--- src/rtl/issue_arbiter.sv ---
// Round-robin issue arbiter: picks one ready reservation-station entry per
// cycle starting from a rotating priority pointer, and holds the registered
// grant stable under a valid/ready handshake until the functional unit
// accepts it or a flush withdraws it.
module issue_arbiter #(
  parameter int NUM_REQ = 8,
  parameter int IDX_W   = $clog2(NUM_REQ)
) (
  input  logic               clk,
  input  logic               rst_n,
  input  logic [NUM_REQ-1:0] req,
  input  logic               flush,
  input  logic               issue_ready,
  output logic               issue_valid,
  output logic [NUM_REQ-1:0] grant_oh,
  output logic [IDX_W-1:0]   grant_idx,
  output logic               issue_fire
);

  typedef enum logic {
    IDLE = 1'b0,
    HOLD = 1'b1
  } state_t;

  state_t             state, state_nxt;
  logic [IDX_W-1:0]   ptr, ptr_nxt;
  logic [NUM_REQ-1:0] oh_nxt;
  logic [IDX_W-1:0]   idx_nxt;
  logic [NUM_REQ-1:0] remain;
  logic [IDX_W-1:0]   ptr_inc;

  // First set bit of mask scanning upward from p with wrap; zero if mask is empty.
  // NUM_REQ is a power of two, so IDX_W-bit addition wraps modulo NUM_REQ.
  function automatic logic [NUM_REQ-1:0] sel_oh(input logic [NUM_REQ-1:0] mask,
                                                input logic [IDX_W-1:0]   p);
    logic [NUM_REQ-1:0] oh;
    logic               found;
    logic [IDX_W-1:0]   pos;
    oh    = '0;
    found = 1'b0;
    for (int i = 0; i < NUM_REQ; i++) begin
      pos = p + i[IDX_W-1:0];
      if (!found && mask[pos]) begin
        oh[pos] = 1'b1;
        found   = 1'b1;
      end
    end
    return oh;
  endfunction

  // Binary encoding of a one-hot (or all-zero) vector.
  function automatic logic [IDX_W-1:0] enc(input logic [NUM_REQ-1:0] oh);
    logic [IDX_W-1:0] idx;
    idx = '0;
    for (int k = 0; k < NUM_REQ; k++) begin
      if (oh[k]) idx = idx | k[IDX_W-1:0];
    end
    return idx;
  endfunction

  assign issue_valid = (state == HOLD);
  assign issue_fire  = issue_valid & issue_ready & ~flush;
  assign ptr_inc     = grant_idx + 1'b1;
  assign remain      = req & ~grant_oh;

  // Next-state, pointer and grant selection; flush dominates a same-cycle handshake.
  always_comb begin
    state_nxt = state;
    ptr_nxt   = ptr;
    oh_nxt    = grant_oh;
    idx_nxt   = grant_idx;
    case (state)
      IDLE: begin
        if (!flush && (req != '0)) begin
          oh_nxt    = sel_oh(req, ptr);
          idx_nxt   = enc(oh_nxt);
          state_nxt = HOLD;
        end
      end
      HOLD: begin
        if (flush) begin
          oh_nxt    = '0;
          idx_nxt   = '0;
          state_nxt = IDLE;
        end else if (issue_ready) begin
          ptr_nxt = ptr_inc;
          if (remain != '0) begin
            oh_nxt  = sel_oh(remain, ptr_inc);
            idx_nxt = enc(oh_nxt);
          end else begin
            oh_nxt    = '0;
            idx_nxt   = '0;
            state_nxt = IDLE;
          end
        end
      end
      default: begin
        oh_nxt    = '0;
        idx_nxt   = '0;
        state_nxt = IDLE;
      end
    endcase
  end

  // State, pointer and registered grant outputs with asynchronous clear.
  always_ff @(posedge clk or negedge rst_n) begin
    if (!rst_n) begin
      state     <= IDLE;
      ptr       <= '0;
      grant_oh  <= '0;
      grant_idx <= '0;
    end else begin
      state     <= state_nxt;
      ptr       <= ptr_nxt;
      grant_oh  <= oh_nxt;
      grant_idx <= idx_nxt;
    end
  end

endmodule

--- config.mk ---
export PLATFORM = sky130hd
export DESIGN_NAME = issue_arbiter
export DESIGN_NICKNAME = d
export VERILOG_FILES = /design/src/rtl/issue_arbiter.sv
export SDC_FILE = /design/constraint.sdc
export NUM_CORES = 1
export LEC_CHECK = 0
export ABC_AREA = 1
export CORE_MARGIN = 4
export CORE_UTILIZATION = 50
export DETAILED_ROUTE_END_ITERATION = 12
export GPL_TIMING_DRIVEN = 0
export PLACE_DENSITY = 0.7
export SKIP_LAST_GASP = 1
export SLEW_MARGIN = 20
export SYNTH_ARGS = -nofsm -noshare
export SYNTH_HDL_FRONTEND = slang
export SYNTH_SLANG_ARGS = --single-unit
export TNS_END_PERCENT = 100
--- constraint.sdc ---
create_clock -name clk -period 3.73 [get_ports clk]
set_input_delay 0.746 -clock clk [delete_from_list [all_inputs] [get_ports clk]]
set_output_delay 0.746 -clock clk [all_outputs]
set_load 0.03 [all_outputs]
==> impl_results.md <==
- Worst EP required: 3.84 ns
- Setup TNS: 0 ns
- Largest net degree at the start of global routing: 16
- Most used cell, CP: nor2_1
- Die H: 89.0 um
- Maxcap violations: 0
- Worst Skew: 0.000476 ns
- # setup viols final: 0
- DIE AREA: 0.00792 mm^2
- Max H-tree Level: 1
- Starting Density: 0.517
- Core Util, Final: 0.576
- Crit-path max cell delay: 0.50 ns
- RSZ-0062 raised after global routing: false
- Port bufs: 24
- Most frequent cell after synthesis: nand2_1
- Most common library cells after synthesis: nand2_1 (185), nand3_1 (123), nor2_1 (106)
- Hold_ws: 0.578 ns
- First-pass GRT wire length: 18600 um
- Slew HR: 0.599
- Hold WC Path Type: reg -> reg
- Vias per inst: 5.86
- Post-Syn Area per Cell: 5.21 um^2
- Largest fanout on the critical path: 10
- # Post-CTS Setup Buffers: 0
- # nets final: 678
- Post-synthesis sequential area ratio: 0.114
- Share of the synthesized area in the top cell type: 0.212
- CP Capture Type: register
- CTS sink count: 15
- Final ANT Viol Nets: 0
- Leading area contributor after synthesis: nand2_1
- Storage cell area: 375 um^2
- Top_reg_cell synth: dfrtp_1
- Total grt overflow: 0
- Ys async rst share: 1.00
- Placer Congestion: 0.984
- Worst path arrival time: 3.43 ns
- Layout cells sized above 1: 0.0883
- Total global-route track usage: 0.295
- Io pins: 25
- Layout area overhead: 11.5%
- Initial DRC Count: 481
- Cell area after synthesis: 0.00328 mm^2
- Core area: 0.00635 mm^2
- Multi-input logic area: 0.00252 mm^2
- Cells after synthesis: 630
- Antenna violations before repair: 0
- Longest Clk Path Bufs: 2
- Yosys warnings: 0
- WS Path Type: reg -> reg
- Cells taking the most area after synthesis: nand2_1 (21%), nand3_1 (19%), nor2_1 (12%)
- Tcrit/Tclk final: 0.891
- Hold buffer count at CTS: 0
- Die Wd: 89.0 um
- First-pass detailed-route iteration total: 5
- Clk_lat worst skew: 0.23 ns
- Final Hold Vio Count: 0
- CTS resizes: 0
- Antenna Cells: 0
- Max Transition Viols Final: 0
- DP HPWL: 9200 um
- Vias in the first global route: 3819
- Synth Net Count: 650
- Startpoint types: register
- Slowest cell on the critical path: dfrtp_1
- Post-synthesis cell type count: 40
- Vias: 4302
- Flops & latches, synth: 15
- Total wire length: 11300 um
- Max Fclk: 301 MHz
- Avg WL per Cell: 15.3 um
- DRC: 0
- Total CTS buffers: 3
- Number of flops mapped to enable cells by yosys: 0
- Final min period: 3.32 ns
- Status: complete, no violations
- Root buffer cell: clkbuf_8
- Fill count: 698
- Clk slew on worst S/H paths: 0.05 ns
- Core Rows: 29
- Cell Chain, Critical Path: inv_1 -> ha_1 -> inv_1 -> buf_2 -> nand3_1 -> nand2_1 -> o21ai_0 -> nor2_2 -> and2_0 -> buf_4 -> nand2_1 -> nand3_1 -> nor2_1 -> nor2_1 -> nor2_1 -> a21oi_2
- CTS tree: done
- Worst-margin pin slew: 0.596 ns
[logic make-up (layout without fill, tap and decap cells)]
group / after synthesis / in the layout / share of synthesized area
AND/OR/NAND/NOR: 479 / 479 / 0.660
buffers and inverters: 86 / 113 / 0.117
AO/OA/AOI/OAI: 42 / 42 / 0.0778
flip-flops: 15 / 15 / 0.114
adder cells (fa/ha/maj): 8 / 8 / 0.0305
[final timing paths]
kind / to / cells after the start / slack (ns) / startpoint
worst min-delay path: grant_oh[0]$_DFFE_PN0P_ / 2 / 0.58 / grant_oh[0]$_DFFE_PN0P_
worst max register to register: grant_idx[0]$_DFFE_PN0P_ / 16 / 0.41 / ptr[1]$_DFFE_PN0P_
worst max-delay path: grant_idx[0]$_DFFE_PN0P_ / 16 / 0.41 / ptr[1]$_DFFE_PN0P_
worst min register to register: grant_oh[0]$_DFFE_PN0P_ / 2 / 0.58 / grant_oh[0]$_DFFE_PN0P_
min in group asynchronous: grant_oh[7]$_DFFE_PN0P_ / 1 / 0.90 / rst_n
max in group asynchronous: ptr[2]$_DFFE_PN0P_ / 1 / 2.45 / rst_n
[through the flow]
step	cell area, um^2	setup WS [ns]	std cells
after floorplan	3280	0.825	630
after global placement	3620	0.278	731
after detailed placement	3620	0.216	731
after CTS	3660	0.203	735
after global routing	3660	0.187	734
final	3660	0.406	734
[critical path, delay by kind of cell (launching register included)]
kind / cells / cell delay (ns)
AO/OA/AOI/OAI: 2 / 0.53
AND/OR/NAND/NOR: 9 / 1.14
flip-flops: 1 / 0.50
adder cells (fa/ha/maj): 1 / 0.38
buffers and inverters: 4 / 0.63
[placed cells by master, fill, tap and decap left out, types with 3 or more instances in the layout]
| master | n |
|---|---|
| nand2_1 | 185 |
| nand3_1 | 123 |
| nor2_1 | 106 |
| inv_1 | 59 |
| clkdlybuf4s50_1 | 24 |
| nor3_1 | 17 |
| nand4_1 | 17 |
| a21oi_1 | 15 |
| dfrtp_1 | 15 |
| nand2_2 | 13 |
| o21ai_0 | 12 |
| inv_2 | 8 |
| ha_1 | 8 |
| buf_2 | 7 |
| buf_6 | 5 |
| a31oi_1 | 5 |
| nand2_4 | 4 |
| clkbuf_8 | 3 |
[per-layer routing]
layer	part of all wire	track usage	up-vias
li1	-	-	2124
met1	0.46	0.430	1913
met2	0.42	0.446	249
met3	0.10	0.0516	16
met4	0.015	0.0798	0
met5	0	0	-
[area by class of cell]
class,count,share of cell area
Buffer,16,0.0311
Clock buffer,4,0.0123
Inverter,69,0.0728
Multi-Input combinational cell,529,0.689
Sequential cell,15,0.103
Tap cell,77,0.0263
Timing Repair Buffer,24,0.0656
[flip-flops by register name, summed over array words and instances, names as in the netlist]
signal and cells:
grant_oh 8, grant_idx 3, ptr 3, issue_valid 1
Power is not shown: default switching activity piles up to over one toggle a cycle in this logic, so the estimate is an artifact.
